File: config.mk
export PLATFORM = sky130hd
export DESIGN_NAME = stdp_sipo_frame_deser_flat
export DESIGN_NICKNAME = d
export VERILOG_FILES = /design/src/rtl/stdp_sipo_frame_deser_if.sv /design/src/rtl/stdp_sipo_frame_deser.sv /design/src/flat_wrapper.sv
export SDC_FILE = /design/constraint.sdc
export NUM_CORES = 1
export LEC_CHECK = 0
export BUFFER_PORTS_ARGS = -buffer_cell sky130_fd_sc_hd__buf_2
export CAP_MARGIN = 20
export CORE_ASPECT_RATIO = 0.9
export CORE_MARGIN = 5
export CORE_UTILIZATION = 61
export DETAILED_ROUTE_END_ITERATION = 12
export PLACE_DENSITY = 0.85
export SKIP_LAST_GASP = 1
export SYNTH_ARGS = -nofsm -noshare
export SYNTH_HDL_FRONTEND = slang
export SYNTH_SLANG_ARGS = --single-unit
File: constraint.sdc
create_clock -name clk -period 2.9 [get_ports clk]
set_input_delay 0.725 -clock clk [delete_from_list [all_inputs] [get_ports clk]]
set_output_delay 0.725 -clock clk [all_outputs]
set_load 0.1 [all_outputs]
File: src/rtl/stdp_sipo_frame_deser_if.sv
// Serial-side and frame-side signal bundle for stdp_sipo_frame_deser.
// The slave modport is the deserialiser's view; the master modport is the source/consumer view.
interface stdp_sipo_frame_deser_if #(
  parameter int NCH   = 4,
  parameter int WIDTH = 16,
  parameter int CNT_W = 5
);
  localparam int BC_W = $clog2(WIDTH + 1);

  logic [CNT_W-1:0]     global_counter;
  logic                 en;
  logic                 clear;
  logic [NCH-1:0]       serial_in;
  logic                 out_ready;
  logic [NCH*WIDTH-1:0] frame_data;
  logic                 frame_valid;
  logic                 overrun;
  logic [BC_W-1:0]      bit_count;

  modport master (
    output global_counter, en, clear, serial_in, out_ready,
    input  frame_data, frame_valid, overrun, bit_count
  );

  modport slave (
    input  global_counter, en, clear, serial_in, out_ready,
    output frame_data, frame_valid, overrun, bit_count
  );
endinterface

File: src/rtl/stdp_sipo_frame_deser.sv
// Multi-channel SIPO: one shift per SHIFT_TICK; a full frame lands in frame_data on the completing edge.
// Valid/ready output; a completion while a frame is still pending is dropped and sets sticky overrun.
module stdp_sipo_frame_deser #(
  parameter int NCH        = 4,
  parameter int WIDTH      = 16,
  parameter int CNT_W      = 5,
  parameter int SHIFT_TICK = 15,
  parameter int SHIFT_DIR  = 0
) (
  input logic                   clk,
  input logic                   rst,
  stdp_sipo_frame_deser_if.slave io
);
  localparam int BC_W = $clog2(WIDTH + 1);
  localparam logic [CNT_W-1:0] TICK = CNT_W'(SHIFT_TICK);
  localparam logic [BC_W-1:0]  LAST = BC_W'(WIDTH - 1);

  if (SHIFT_TICK < 0 || (SHIFT_TICK >> CNT_W) != 0) begin : g_bad_tick
    $error("SHIFT_TICK does not fit in a CNT_W-bit global_counter");
  end
  if (WIDTH < 2) begin : g_bad_width
    $error("WIDTH must be at least 2");
  end

  logic [NCH-1:0][WIDTH-1:0] sh_q;
  logic [NCH-1:0][WIDTH-1:0] sh_nxt;
  logic [BC_W-1:0]           bc_q;
  logic [NCH*WIDTH-1:0]      frame_q;
  logic                      valid_q;
  logic                      over_q;

  logic shift_evt;
  logic complete;
  logic xfer;
  logic load;
  logic drop;

  assign shift_evt = io.en && (io.global_counter == TICK);
  assign complete  = shift_evt && (bc_q == LAST);
  assign xfer      = valid_q && io.out_ready;
  assign load      = complete && (!valid_q || io.out_ready);
  assign drop      = complete && valid_q && !io.out_ready;

  // Words including the bit arriving this cycle; also the frame captured on completion.
  always_comb begin
    sh_nxt = sh_q;
    for (int c = 0; c < NCH; c++) begin
      if (SHIFT_DIR == 0) begin
        sh_nxt[c] = {io.serial_in[c], sh_q[c][WIDTH-1:1]};
      end else begin
        sh_nxt[c] = {sh_q[c][WIDTH-2:0], io.serial_in[c]};
      end
    end
  end

  always_ff @(posedge clk) begin
    if (rst || io.clear) begin
      sh_q    <= '0;
      bc_q    <= '0;
      frame_q <= '0;
      valid_q <= 1'b0;
      over_q  <= 1'b0;
    end else begin
      if (shift_evt) begin
        if (complete) begin
          sh_q <= '0;
          bc_q <= '0;
        end else begin
          sh_q <= sh_nxt;
          bc_q <= bc_q + BC_W'(1);
        end
      end
      if (load) begin
        frame_q <= sh_nxt;
        valid_q <= 1'b1;
      end else if (xfer) begin
        valid_q <= 1'b0;
      end
      if (drop) begin
        over_q <= 1'b1;
      end
    end
  end

  assign io.frame_data  = frame_q;
  assign io.frame_valid = valid_q;
  assign io.overrun     = over_q;
  assign io.bit_count   = bc_q;
endmodule

File: src/flat_wrapper.sv
// flat-port wrapper written by rule: the top's interface ports become plain ports
module stdp_sipo_frame_deser_flat 
#(
  parameter int NCH        = 4,
  parameter int WIDTH      = 16,
  parameter int CNT_W      = 5,
  parameter int SHIFT_TICK = 15,
  parameter int SHIFT_DIR  = 0
)
  (clk, rst, io_global_counter, io_en, io_clear, io_serial_in, io_out_ready, io_frame_data, io_frame_valid, io_overrun, io_bit_count);
  stdp_sipo_frame_deser_if #(.NCH(NCH), .WIDTH(WIDTH), .CNT_W(CNT_W)) io_i ();
  input logic clk;
  input logic rst;
  input wire logic [$bits(io_i.global_counter)-1:0] io_global_counter;
  input wire logic [$bits(io_i.en)-1:0] io_en;
  input wire logic [$bits(io_i.clear)-1:0] io_clear;
  input wire logic [$bits(io_i.serial_in)-1:0] io_serial_in;
  input wire logic [$bits(io_i.out_ready)-1:0] io_out_ready;
  output wire logic [$bits(io_i.frame_data)-1:0] io_frame_data;
  output wire logic [$bits(io_i.frame_valid)-1:0] io_frame_valid;
  output wire logic [$bits(io_i.overrun)-1:0] io_overrun;
  output wire logic [$bits(io_i.bit_count)-1:0] io_bit_count;
  assign io_i.global_counter = io_global_counter;
  assign io_i.en = io_en;
  assign io_i.clear = io_clear;
  assign io_i.serial_in = io_serial_in;
  assign io_i.out_ready = io_out_ready;
  assign io_frame_data = io_i.frame_data;
  assign io_frame_valid = io_i.frame_valid;
  assign io_overrun = io_i.overrun;
  assign io_bit_count = io_i.bit_count;
  stdp_sipo_frame_deser #(.NCH(NCH), .WIDTH(WIDTH), .CNT_W(CNT_W), .SHIFT_TICK(SHIFT_TICK), .SHIFT_DIR(SHIFT_DIR)) u_core (.clk(clk), .rst(rst), .io(io_i));
endmodule
==> tab_implementation.tex, run 1 <==
\begin{tabular}{lr}
\hline
Metric & Value \\
\hline
\multicolumn{2}{l}{\textbf{GRT}} \\
\quad Most Used Layer, Global Route & met2 \\
\quad GR Util All Layers & 0.228 \\
\quad Maximum number of pins on one net before global-route repair & 132 \\
\quad Met2 usage in global routing & 0.366 \\
\quad Met3 track demand over resource & 0.0424 \\
\quad Global-route met1 utilization & 0.301 \\
\quad GR Overflow Total & 0 \\
\quad Number of global-route vias before repair & 4,367 \\
\quad Initial antenna violation count & 0 \\
\quad Wire length of the first global-routing pass & 20,400 µm \\
\multicolumn{2}{l}{\textbf{Setup path}} \\
\quad Startpoint of the lowest-slack register-to-register path & u\_core.io.bit\_count[0] \\
\quad Critical path class & reg2reg \\
\quad Required time of the critical path & 3.33 ns \\
\quad Largest fanout on the critical path & 64 \\
\quad Slack of the worst reg-to-reg path & 0.68 ns \\
\quad Cells on worst reg2reg path & 7 \\
\quad Arrival time at the worst endpoint & 2.66 ns \\
\quad Terminus of the critical flop-to-flop path & u\_core.io.frame\_data[40] \\
\quad Worst Setup Start Kind & flip-flop \\
\quad Endpoint kind of the worst setup timing path & flip-flop \\
\multicolumn{2}{l}{\textbf{Timing}} \\
\quad Maximum clock frequency & 450 MHz \\
\quad Setup violations, final & 0 \\
\quad Count of pins over their slew limit & 0 \\
\quad Tightest slew margin relative to the limit & 0.449 \\
\quad Final worst clock skew & 0.00674 ns \\
\quad Hold Vio Cnt, Final & 0 \\
\quad Unrepaired setup endpoints after global routing & false \\
\quad Final worst path period need & 2.22 ns \\
\quad Share of the cycle needed by the critical path after routing & 0.766 \\
\quad Setup TNS & 0 ns \\
\quad Slew at the pin with the worst max-slew slack & 0.827 ns \\
\quad Least setup slack across all paths after layout & 0.678 ns \\
\multicolumn{2}{l}{\textbf{Floorplanning}} \\
\quad Row cnt & 32 \\
\quad Starting utilization of the core area & 0.632 \\
\quad Die width & 110 µm \\
\quad Die area & 11,000 µm² \\
\quad Top-level port count & 85 \\
\quad Vert. Die Dim & 99.8 µm \\
\quad Core Area & 8650 µm² \\
\multicolumn{2}{l}{\textbf{Synth}} \\
\quad Fraction of the yosys area taken by sequential cells & 0.480 \\
\quad Number of warnings printed during yosys synthesis & 0 \\
\quad Synthesized net count & 618 \\
\quad Cell area after technology mapping & 5470 µm² \\
\quad Total of flip-flops plus latches after synthesis & 131 \\
\quad Gate Count Post-Synth & 602 \\
\quad Synth unique cells & 27 \\
\quad EDFF count, synth & 0 \\
\quad Most used flip-flop cell after synthesis & sky130\_fd\_sc\_hd\_\_dfxtp\_1 \\
\quad Average instance area after synthesis & 9.08 µm² \\
\quad Proportion of register bits with asynchronous set or reset after synthesis & 0 \\
\multicolumn{2}{l}{\textbf{Route}} \\
\quad Count of TritonRoute iterations in the first routing pass & 5 \\
\quad Residual antenna-violating net count after detailed routing & 0 \\
\quad Post-detailed-routing wire length & 12,400 µm \\
\quad Routed wire length per instance & 15.8 µm \\
\quad Number of vias in the routed layout & 4,612 \\
\quad Via/cell ratio & 5.89 \\
\quad First DRT Iteration DRCs & 287 \\
\quad DRC violations left & 0 \\
\multicolumn{2}{l}{\textbf{Clocking}} \\
\quad Clock slew at the register clock pins of the worst setup and hold paths & 0.06 ns \\
\quad Count of instances resized after the clock tree is built & 0 \\
\quad TritonCTS clock tree & yes \\
\quad Hold bufs inserted after CTS & 0 \\
\quad Latest clock arrival within the worst-skew pair & 0.51 ns \\
\quad H-tree levels & 4 \\
\quad Post-CTS setup repair buffer count & 0 \\
\quad Root Buffer Master & sky130\_fd\_sc\_hd\_\_clkbuf\_8 \\
\quad Number of buffers created by CTS & 17 \\
\quad Max Buffers Root-to-Sink & 2 \\
\quad Total clock sinks & 131 \\
\multicolumn{2}{l}{\textbf{Final layout}} \\
\quad Post-layout net count & 668 \\
\quad Diodes inserted & 0 \\
\quad Synthesis-to-finish area growth & 16.7\% \\
\quad Proportion of layout cells with a drive suffix above 1 & 0.199 \\
\quad Count of fill cells added during filler insertion & 626 \\
\multicolumn{2}{l}{\textbf{Min path}} \\
\quad Startpoint of the tightest hold check path & u\_core.io.frame\_data[25] \\
\quad Worst Hold Path EP & u\_core.io.frame\_data[25] \\
\quad Hold Crit Class & reg2reg \\
\quad Hold-critical path depth & 2 \\
\multicolumn{2}{l}{\textbf{Power}} \\
\quad Worst-case vdd ir drop & 321 µV \\
\quad Static Leak & 2.18 nW \\
\quad PD cells & 627 nW/µm² \\
\quad Tot Pwr & 4.00 mW \\
\multicolumn{2}{l}{\textbf{Status}} \\
\quad Status & complete, no violations \\
\multicolumn{2}{l}{\textbf{Placed design}} \\
\quad HPWL reported at the end of detailed placement & 7210 µm \\
\quad Weighted congestion reported at the end of routability-driven placement & 0.781 \\
\quad Setup Slack @ Placement & 0.677 ns \\
\quad IO buf count & 84 \\
\multicolumn{2}{l}{\textbf{Run}} \\
\quad Maximum Capacitance Violations & 0 \\
\hline
\end{tabular}
-- worst max path at each step --
stage	from	endpoint	slack (ns)	cells after the start
3_3_place_gp	io_global_counter[3]	u_core.io.bit_count[2]	0.74	5
3_5_place_dp	io_global_counter[3]	u_core.io.bit_count[2]	0.68	5
6_report	u_core.io.bit_count[0]	u_core.io.frame_data[40]	0.68	7
4_1_cts	u_core.io.bit_count[0]	u_core.io.frame_data[40]	0.71	7
2_1_floorplan	u_core.io.bit_count[1]	u_core.io.bit_count[3]	0.45	7
5_1_grt	u_core.io.bit_count[0]	u_core.io.frame_data[52]	0.54	7
-- registers in the layout, indices dropped and copies added, names as in the netlist --
signal                 count
u_core.io.bit_count        5
u_core.io.frame_data      64
u_core.io.frame_valid      1
u_core.io.overrun          1
u_core.sh_nxt             60
-- Yosys cell counts (2+ instances only) --
cell	count	area, µm²
sky130_fd_sc_hd__clkbuf_1	44	165
sky130_fd_sc_hd__o311ai_1	2	17.5
sky130_fd_sc_hd__buf_12	7	140
sky130_fd_sc_hd__or4_1	2	15.0
sky130_fd_sc_hd__o21ai_0	63	315
sky130_fd_sc_hd__a21oi_1	64	320
sky130_fd_sc_hd__nand2_1	130	488
sky130_fd_sc_hd__buf_1	7	26.3
sky130_fd_sc_hd__dfxtp_1	131	2620
sky130_fd_sc_hd__nand2b_1	3	18.8
sky130_fd_sc_hd__nand4_1	2	12.5
sky130_fd_sc_hd__buf_2	5	25.0
sky130_fd_sc_hd__mux2i_1	64	641
sky130_fd_sc_hd__nor2_1	3	11.3
sky130_fd_sc_hd__ha_1	2	25.0
sky130_fd_sc_hd__o31ai_1	2	15.0
sky130_fd_sc_hd__nand4b_1	61	534
-- cells in the final DEF (no fill, tap or decap), drive strengths merged, types with 6 or more instances in the layout --
cell type and count:
nand2 130, clkinv 6, buf 95, a21oi 64
mux2i 64, nand4b 61, clkbuf 20, o21ai 63
dfxtp 131
-- through the flow --
step                utilization  hold WS, ns  std cells  area [µm²]
floorplan                     -        0.435        602        5470
global placement          0.670        0.440        752        5800
detailed placement        0.670        0.443        752        5800
CTS                       0.737        0.455        783        6380
global route              0.737        0.467        783        6380
finish                    0.737        0.455        783        6380
-- routing by layer --
metal	up-vias	share of wire
met4	0	0.013
met5	-	0
met2	162	0.48
met3	18	0.058
met1	2210	0.45
li1	2222	-
-- logic make-up after synthesis --
| group | synth area share |
|---|---|
| compound gates | 0.125 |
| buf+inv | 0.0680 |
| simple gates | 0.206 |
| flops | 0.480 |
| fa+ha+maj | 0.00458 |
| mux | 0.117 |
-- cell type report --
class / instances / area [µm²] / area share
clock inverters: 11 / 135 / 0.0212
repair buffers: 95 / 528 / 0.0828
multi-input cells: 406 / 2490 / 0.391
well taps: 119 / 149 / 0.0233
clock buffers: 20 / 445 / 0.0698
flip-flops and latches: 131 / 2620 / 0.411
inverters: 1 / 3.75 / 0.000589
-- power by group --
| group | switching [mW] | total [mW] | internal, mW | leakage [nW] |
|---|---|---|---|---|
| Clock | 0.751 | 2.09 | 1.34 | 0.286 |
| Combinational | 0.0876 | 0.106 | 0.0186 | 0.842 |
| Sequential | 0.000205 | 1.80 | 1.80 | 1.05 |
| Total | 0.838 | 4.00 | 3.16 | 2.18 |
-- worst max-delay path, cell delays in order, from the launching register on --
cell and delay, ns:
sky130_fd_sc_hd__dfxtp_1 0.39, sky130_fd_sc_hd__ha_1 0.22, sky130_fd_sc_hd__and3_1 0.18, sky130_fd_sc_hd__ha_2 0.17, sky130_fd_sc_hd__buf_4 0.25, sky130_fd_sc_hd__and4_4 0.27
sky130_fd_sc_hd__buf_12 0.36, sky130_fd_sc_hd__mux2i_1 0.25
(Power assumes the default switching activity.)
==> run 2: changes to the inputs <==
CORE_UTILIZATION = 51   (was 61)
PLACE_DENSITY = 0.76   (was 0.85)
clock period = 1.94 ns   (was 2.9 ns; I/O delays follow)
==> run 2 against run 1 <==
Register-to-register slack got worse by 0.56 ns; routed wire length rose by 3.9%; via count fell by 0.39%; sequential share of layout area fell by 0.72 points; flip-flop and latch count did not move; hold slack got worse by 0.11 ns; combinational power rose by 56%; first-iteration DRC count rose by 40%; critical path depth fell by 1; non-clock buffer count rose by 6; critical path type unchanged; largest cell class unchanged; highest routed layer unchanged.
==> tab_implementation.tex, run 2 (same netlist as run 1, synthesis figures left out) <==
\begin{tabular}{lr}
\hline
Metric & Value \\
\hline
\multicolumn{2}{l}{\textbf{Status}} \\
\quad Status & complete, no violations \\
\multicolumn{2}{l}{\textbf{GRT}} \\
\quad Number of global-route vias before repair & 4,403 \\
\quad GR Overflow Total & 0 \\
\quad Initial antenna violation count & 0 \\
\quad GR Util All Layers & 0.200 \\
\quad Maximum number of pins on one net before global-route repair & 132 \\
\quad Wire length of the first global-routing pass & 21,100 µm \\
\multicolumn{2}{l}{\textbf{Timing}} \\
\quad Share of the cycle needed by the critical path after routing & 0.937 \\
\quad Final worst clock skew & 0.00806 ns \\
\quad Setup violations, final & 0 \\
\quad Unrepaired setup endpoints after global routing & false \\
\quad Setup TNS & 0 ns \\
\quad Count of pins over their slew limit & 0 \\
\quad Slew at the pin with the worst max-slew slack & 0.509 ns \\
\quad Hold Vio Cnt, Final & 0 \\
\quad Final worst path period need & 1.82 ns \\
\quad Tightest slew margin relative to the limit & 0.661 \\
\quad Maximum clock frequency & 550 MHz \\
\multicolumn{2}{l}{\textbf{Setup path}} \\
\quad Critical path's slowest cell & sky130\_fd\_sc\_hd\_\_dfxtp\_4 \\
\quad Startpoint of the lowest-slack register-to-register path & u\_core.io.bit\_count[0] \\
\quad Largest fanout on the critical path & 17 \\
\quad Worst Setup Start Kind & flip-flop \\
\quad Cells on worst reg2reg path & 6 \\
\quad Required time of the critical path & 2.27 ns \\
\quad Critical path class & reg2reg \\
\quad Cells along the critical path & ha\_1, and3\_1, ha\_2, and4\_4, buf\_12, mux2i\_1 \\
\quad Delay contributed by the slowest stage of the critical path & 0.37 ns \\
\quad Arrival time at the worst endpoint & 2.14 ns \\
\quad Terminus of the critical flop-to-flop path & u\_core.io.frame\_data[30] \\
\quad Slack of the worst reg-to-reg path & 0.12 ns \\
\quad Endpoint kind of the worst setup timing path & flip-flop \\
\multicolumn{2}{l}{\textbf{Floorplanning}} \\
\quad Core Area & 10,400 µm² \\
\quad Starting utilization of the core area & 0.527 \\
\quad Top-level port count & 85 \\
\quad Die width & 119 µm \\
\quad Die area & 12,900 µm² \\
\quad Vert. Die Dim & 108 µm \\
\quad Row cnt & 35 \\
\multicolumn{2}{l}{\textbf{Route}} \\
\quad First DRT Iteration DRCs & 403 \\
\quad Residual antenna-violating net count after detailed routing & 0 \\
\quad Routed wire length per instance & 16.1 µm \\
\quad Number of vias in the routed layout & 4,594 \\
\quad Post-detailed-routing wire length & 12,900 µm \\
\quad Count of TritonRoute iterations in the first routing pass & 5 \\
\quad DRC violations left & 0 \\
\quad Via/cell ratio & 5.76 \\
\multicolumn{2}{l}{\textbf{Placed design}} \\
\quad Weighted congestion reported at the end of routability-driven placement & 0.795 \\
\quad IO buf count & 84 \\
\quad Placed Area & 5900 µm² \\
\quad HPWL reported at the end of detailed placement & 7810 µm \\
\multicolumn{2}{l}{\textbf{Min path}} \\
\quad Hold-critical path depth & 3 \\
\quad Worst Hold Path EP & u\_core.io.frame\_data[63] \\
\quad Hold Crit Class & in2reg \\
\quad Startpoint of the tightest hold check path & io\_serial\_in[3] \\
\multicolumn{2}{l}{\textbf{Clocking}} \\
\quad TritonCTS clock tree & yes \\
\quad Clock slew at the register clock pins of the worst setup and hold paths & 0.06 ns \\
\quad Number of buffers created by CTS & 17 \\
\quad Latest clock arrival within the worst-skew pair & 0.41 ns \\
\quad H-tree levels & 4 \\
\quad Max Buffers Root-to-Sink & 2 \\
\quad Root Buffer Master & sky130\_fd\_sc\_hd\_\_clkbuf\_16 \\
\quad Total clock sinks & 131 \\
\quad Hold bufs inserted after CTS & 0 \\
\multicolumn{2}{l}{\textbf{Power}} \\
\quad Static Leak & 2.24 nW \\
\quad PD cells & 929 nW/µm² \\
\quad Worst-case vdd ir drop & 622 µV \\
\multicolumn{2}{l}{\textbf{Final layout}} \\
\quad Synthesis-to-finish area growth & 19.2\% \\
\quad Most used cells in the layout excluding fill and tap cells & sky130\_fd\_sc\_hd\_\_nand2\_1 (130), sky130\_fd\_sc\_hd\_\_dfxtp\_1 (126), sky130\_fd\_sc\_hd\_\_buf\_2 (84), sky130\_fd\_sc\_hd\_\_mux2i\_1 (64), sky130\_fd\_sc\_hd\_\_a21oi\_1 (64) \\
\quad Post-layout net count & 674 \\
\quad Proportion of layout cells with a drive suffix above 1 & 0.212 \\
\quad Flip-flop count of the largest register after layout & 64 \\
\quad Most common cell after layout, fill and taps aside & sky130\_fd\_sc\_hd\_\_nand2\_1 \\
\quad Finished Core Util & 0.628 \\
\quad Post-route cell area & 6520 µm² \\
\quad Diodes inserted & 0 \\
\multicolumn{2}{l}{\textbf{Run}} \\
\quad Maximum Capacitance Violations & 0 \\
\hline
\end{tabular}
run 2: changes by cell type in the layout (fill, tap and decap cells not counted):
cell,delta
sky130_fd_sc_hd__clkbuf_8,-1
sky130_fd_sc_hd__dfxtp_1,-5
sky130_fd_sc_hd__dfxtp_2,+3
sky130_fd_sc_hd__buf_12,+2
sky130_fd_sc_hd__clkbuf_16,+2
sky130_fd_sc_hd__buf_16,+1
sky130_fd_sc_hd__buf_4,+2
sky130_fd_sc_hd__clkinv_2,-2
sky130_fd_sc_hd__dfxtp_4,+2
sky130_fd_sc_hd__clkinv_4,+1
run 2: what timing repair did:
| item | 4_1_cts | 5_1_grt |
|---|---|---|
| buffers inserted | 0 | 0 |
| resized for setup | 0 | 1 |
| setup endpoints to repair | 0 | 3 |
run 2: worst max path at each step:
| stage | startpoint | to | cells past startpoint |
|---|---|---|---|
| floorplan | u_core.io.bit_count[1] | u_core.sh_nxt[32] | 7 |
| global placement | u_core.io.bit_count[0] | u_core.io.frame_data[25] | 6 |
| detailed placement | u_core.io.bit_count[0] | u_core.io.frame_data[27] | 6 |
| CTS | u_core.io.bit_count[0] | u_core.io.frame_data[27] | 6 |
| global route | u_core.io.bit_count[0] | u_core.io.frame_data[27] | 6 |
| finish | u_core.io.bit_count[0] | u_core.io.frame_data[30] | 6 |
run 2: cell type report:
class	count	area, µm²
Clock buffer	20	457
Fill cell	845	3860
Tap cell	129	161
Inverter	1	3.75
Multi-Input combinational cell	406	2490
Clock inverter	10	134
Timing Repair Buffer	101	636
Sequential cell	131	2630
run 2: critical path, delay by kind of cell, from the launching register on:
kind	cells	cell delay [ns]
buffers and inverters	1	0.19
adder cells (fa/ha/maj)	2	0.42
AND/OR/NAND/NOR	2	0.51
flip-flops	1	0.37
multiplexers	1	0.23
run 2: through the flow:
step | setup WS [ns] | hold WS (ns) | std cells | power, mW
after floorplan | 0.0436 | 0.435 | 602 | 2.86
after global placement | 0.240 | 0.440 | 767 | 2.91
after detailed placement | 0.135 | 0.447 | 767 | 2.91
after CTS | 0.0964 | 0.331 | 797 | 6.10
after global routing | 0.0456 | 0.348 | 798 | 6.24
final | 0.121 | 0.345 | 798 | 6.06
run 2: report_power, final:
group | switching [mW] | internal (mW) | total, mW
logic | 0.132 | 0.0325 | 0.165
registers | 0.000333 | 2.69 | 2.69
clock network | 1.14 | 2.06 | 3.20
run 2: routing by layer:
| layer | wire, µm | up-vias | track usage |
|---|---|---|---|
| met5 | 0 | - | 0 |
| met4 | 151 | 0 | 0.0778 |
| met3 | 783 | 17 | 0.0575 |
| met2 | 6190 | 161 | 0.318 |
| met1 | 5760 | 2195 | 0.259 |
| li1 | - | 2221 | - |
==> run 3: changes to the inputs <==
ABC_AREA = 1   (was default)
CORE_UTILIZATION = 50   (was 51)
CTS_CLUSTER_SIZE = 40   (was default)
PLACE_DENSITY = 0.75   (was 0.76)
==> run 3 against run 2 <==
First-iteration DRC count down 17%; clock skew up 0.0064 ns; hold slack worse by 0.010 ns; area after synthesis down 4.3%; sequential power about the same; non-clock buffer count down 1; routed wire length down 5.5%.
==> tab_implementation.tex, run 3 <==
\begin{tabular}{lr}
\hline
Metric & Value \\
\hline
\multicolumn{2}{l}{\textbf{Timing}} \\
\quad Final worst path period need & 1.82 ns \\
\quad Hold WS & 0.335 ns \\
\quad Slew at the pin with the worst max-slew slack & 1.03 ns \\
\quad Maximum clock frequency & 549 MHz \\
\quad Hold Vio Cnt, Final & 0 \\
\quad Final worst clock skew & 0.0144 ns \\
\quad Setup violations, final & 0 \\
\quad Tightest slew margin relative to the limit & 0.309 \\
\quad Count of pins over their slew limit & 0 \\
\quad Share of the cycle needed by the critical path after routing & 0.939 \\
\multicolumn{2}{l}{\textbf{Setup path}} \\
\quad Terminus of the critical flop-to-flop path & u\_core.io.frame\_data[51] \\
\quad Startpoint of the lowest-slack register-to-register path & u\_core.io.bit\_count[0] \\
\quad Arrival time at the worst endpoint & 2.12 ns \\
\quad Delay contributed by the slowest stage of the critical path & 0.35 ns \\
\quad Largest fanout on the critical path & 45 \\
\quad Worst Setup Start Kind & flip-flop \\
\quad Critical path's slowest cell & sky130\_fd\_sc\_hd\_\_dfxtp\_4 \\
\quad Required time of the critical path & 2.24 ns \\
\quad Crit path buf inv count & 3 \\
\quad End point of the critical path & u\_core.io.frame\_data[51] \\
\quad Setup crit start & u\_core.io.bit\_count[0] \\
\quad Slack of the worst reg-to-reg path & 0.12 ns \\
\quad Cells on worst reg2reg path & 10 \\
\quad Total stage count of the critical path & 10 \\
\quad Cell occurring most often along the worst timing path & sky130\_fd\_sc\_hd\_\_nand2\_1 \\
\quad Critical path's top delay family & buffers and inverters \\
\quad Critical path class & reg2reg \\
\quad Cells along the critical path & ha\_1, inv\_1, nor3\_2, ha\_2, nand4\_1, buf\_4, buf\_8, nand2\_1, nand2\_1, nor2\_1 \\
\quad Endpoint kind of the worst setup timing path & flip-flop \\
\multicolumn{2}{l}{\textbf{GRT}} \\
\quad GR Util All Layers & 0.186 \\
\quad GR Overflow Total & 0 \\
\quad Number of global-route vias before repair & 4,416 \\
\quad Initial antenna violation count & 0 \\
\quad Wire length of the first global-routing pass & 19,900 µm \\
\quad Maximum number of pins on one net before global-route repair & 91 \\
\multicolumn{2}{l}{\textbf{Final layout}} \\
\quad Most used cells in the layout excluding fill and tap cells & sky130\_fd\_sc\_hd\_\_nand2\_1 (198), sky130\_fd\_sc\_hd\_\_nor2\_1 (129), sky130\_fd\_sc\_hd\_\_dfxtp\_1 (126), sky130\_fd\_sc\_hd\_\_buf\_2 (84), sky130\_fd\_sc\_hd\_\_inv\_1 (72) \\
\quad Diodes inserted & 0 \\
\quad Synthesis-to-finish area growth & 20.4\% \\
\quad Most common cell after layout, fill and taps aside & sky130\_fd\_sc\_hd\_\_nand2\_1 \\
\quad Flip-flop count of the largest register after layout & 64 \\
\quad Post-route cell area & 6300 µm² \\
\quad Proportion of layout cells with a drive suffix above 1 & 0.178 \\
\quad Post-layout net count & 812 \\
\multicolumn{2}{l}{\textbf{Route}} \\
\quad Count of TritonRoute iterations in the first routing pass & 4 \\
\quad Number of vias in the routed layout & 4,713 \\
\quad First DRT Iteration DRCs & 336 \\
\quad Post-detailed-routing wire length & 12,200 µm \\
\quad Residual antenna-violating net count after detailed routing & 0 \\
\quad Routed wire length per instance & 13.0 µm \\
\quad Via/cell ratio & 5.04 \\
\quad DRC violations left & 0 \\
\multicolumn{2}{l}{\textbf{Placed design}} \\
\quad Placed Area & 5690 µm² \\
\quad Weighted congestion reported at the end of routability-driven placement & 0.752 \\
\quad HPWL reported at the end of detailed placement & 7210 µm \\
\quad IO buf count & 84 \\
\multicolumn{2}{l}{\textbf{Synth}} \\
\quad Average instance area after synthesis & 7.16 µm² \\
\quad EDFF count, synth & 0 \\
\quad Proportion of register bits with asynchronous set or reset after synthesis & 0 \\
\quad Proportion of netlist area held by the largest area contributor & 0.501 \\
\quad Fraction of the yosys area taken by sequential cells & 0.501 \\
\quad Total of flip-flops plus latches after synthesis & 131 \\
\quad Gate Count Post-Synth & 731 \\
\quad Most used flip-flop cell after synthesis & sky130\_fd\_sc\_hd\_\_dfxtp\_1 \\
\quad Ranking of synthesized cells by area & sky130\_fd\_sc\_hd\_\_dfxtp\_1 (50\%), sky130\_fd\_sc\_hd\_\_nand2\_1 (14\%), sky130\_fd\_sc\_hd\_\_nor2\_1 (9.5\%) \\
\quad Commonest cells in the synthesized netlist & sky130\_fd\_sc\_hd\_\_nand2\_1 (199), sky130\_fd\_sc\_hd\_\_nor2\_1 (132), sky130\_fd\_sc\_hd\_\_dfxtp\_1 (131), sky130\_fd\_sc\_hd\_\_inv\_1 (73), sky130\_fd\_sc\_hd\_\_a21oi\_1 (66) \\
\quad Cell area after technology mapping & 5230 µm² \\
\quad Synth unique cells & 19 \\
\quad Yosys top cell by area & sky130\_fd\_sc\_hd\_\_dfxtp\_1 \\
\quad Number of warnings printed during yosys synthesis & 0 \\
\quad Top-count cell post-synth & sky130\_fd\_sc\_hd\_\_nand2\_1 \\
\quad Synthesized net count & 747 \\
\multicolumn{2}{l}{\textbf{Clocking}} \\
\quad Total clock sinks & 131 \\
\quad Number of buffers created by CTS & 17 \\
\quad Clock slew at the register clock pins of the worst setup and hold paths & 0.06 ns \\
\quad Root Buffer Master & sky130\_fd\_sc\_hd\_\_clkbuf\_16 \\
\quad Latest clock arrival within the worst-skew pair & 0.41 ns \\
\quad TritonCTS clock tree & yes \\
\quad Hold bufs inserted after CTS & 0 \\
\quad H-tree levels & 4 \\
\quad Max Buffers Root-to-Sink & 2 \\
\multicolumn{2}{l}{\textbf{Floorplanning}} \\
\quad Top-level port count & 85 \\
\quad Die area & 12,600 µm² \\
\quad Core Area & 10,200 µm² \\
\quad Die width & 118 µm \\
\quad Starting utilization of the core area & 0.511 \\
\quad Vert. Die Dim & 107 µm \\
\quad Row cnt & 35 \\
\multicolumn{2}{l}{\textbf{Run}} \\
\quad Maximum Capacitance Violations & 0 \\
\multicolumn{2}{l}{\textbf{Status}} \\
\quad Status & complete, no violations \\
\multicolumn{2}{l}{\textbf{Power}} \\
\quad Worst-case vdd ir drop & 437 µV \\
\quad PD cells & 909 nW/µm² \\
\quad Tot Pwr & 5.72 mW \\
\quad Static Leak & 3.10 nW \\
\multicolumn{2}{l}{\textbf{Min path}} \\
\quad Hold Crit Class & in2reg \\
\hline
\end{tabular}
[run 3: cell count changes after synthesis, moves of 4 or more]
cell / change
sky130_fd_sc_hd__nand4_1: +62
sky130_fd_sc_hd__inv_1: +72
sky130_fd_sc_hd__nand2_1: +69
sky130_fd_sc_hd__buf_4: +4
sky130_fd_sc_hd__clkbuf_1: -25
sky130_fd_sc_hd__nand4b_1: -61
sky130_fd_sc_hd__buf_1: -6
sky130_fd_sc_hd__o21ai_0: -61
sky130_fd_sc_hd__mux2i_1: -64
sky130_fd_sc_hd__buf_12: -7
sky130_fd_sc_hd__nor2_1: +129
sky130_fd_sc_hd__buf_2: +21
[run 3: through the flow]
| stage | utilization | TNS [ns] | setup WS (ns) | instances |
|---|---|---|---|---|
| 2_1_floorplan | - | 0 | 0.0582 | 731 |
| 4_1_cts | 0.608 | 0 | 0.112 | 931 |
| 5_1_grt | 0.615 | -0.128 | -0.0255 | 936 |
| 3_5_place_dp | 0.555 | 0 | 0.117 | 901 |
| 6_report | 0.615 | 0 | 0.119 | 936 |
| 3_3_place_gp | 0.555 | 0 | 0.171 | 901 |
[run 3: worst min-delay path by stage]
stage	end	slack, ns	from	cells after the start
3_3_place_gp	u_core.sh_nxt[16]	0.46	u_core.sh_nxt[16]	2
6_report	u_core.io.frame_data[63]	0.34	io_serial_in[3]	3
5_1_grt	u_core.io.frame_data[63]	0.34	io_serial_in[3]	3
2_1_floorplan	u_core.sh_nxt[16]	0.44	u_core.sh_nxt[16]	2
4_1_cts	u_core.io.frame_data[63]	0.32	io_serial_in[3]	3
3_5_place_dp	u_core.sh_nxt[16]	0.46	u_core.sh_nxt[16]	2
[run 3: tightest hold or removal path: stages]
cell and delay, ns:
sky130_fd_sc_hd__buf_2 0.10, sky130_fd_sc_hd__nor2_1 0.04, sky130_fd_sc_hd__nor2_1 0.08
[run 3: logic make-up (layout without fill, tap and decap cells)]
family | count (synthesis) | after routing | share of synthesized area
buf+inv | 129 | 205 | 0.107
fa+ha+maj | 2 | 2 | 0.00478
compound gates | 68 | 68 | 0.0650
flops | 131 | 131 | 0.501
simple gates | 401 | 401 | 0.322
[run 3: layout make-up]
class | count | area [µm²]
clock buffer | 20 | 457
clock inverter | 10 | 83.8
fill | 962 | 3950
inverter | 75 | 282
multi-input combinational | 471 | 2070
sequential | 131 | 2630
tap | 129 | 161
timing repair buffer | 100 | 611
[run 3: repair_timing]
action | 4_1_cts | 5_1_grt
buffers inserted | 0 | 3
endpoints found under the setup margin | 0 | 63
resized for setup | 0 | 7
[run 3: metal layers]
layer  part of all wire  global-route usage
met5                  0                   0
met4             0.0039              0.0565
met3              0.069              0.0575
met2               0.47               0.313
met1               0.46               0.229
[run 3: report_power, final]
part	internal [mW]	switching [mW]
logic	0.0240	0.0935
clock network	1.80	1.11
registers	2.69	0.000378
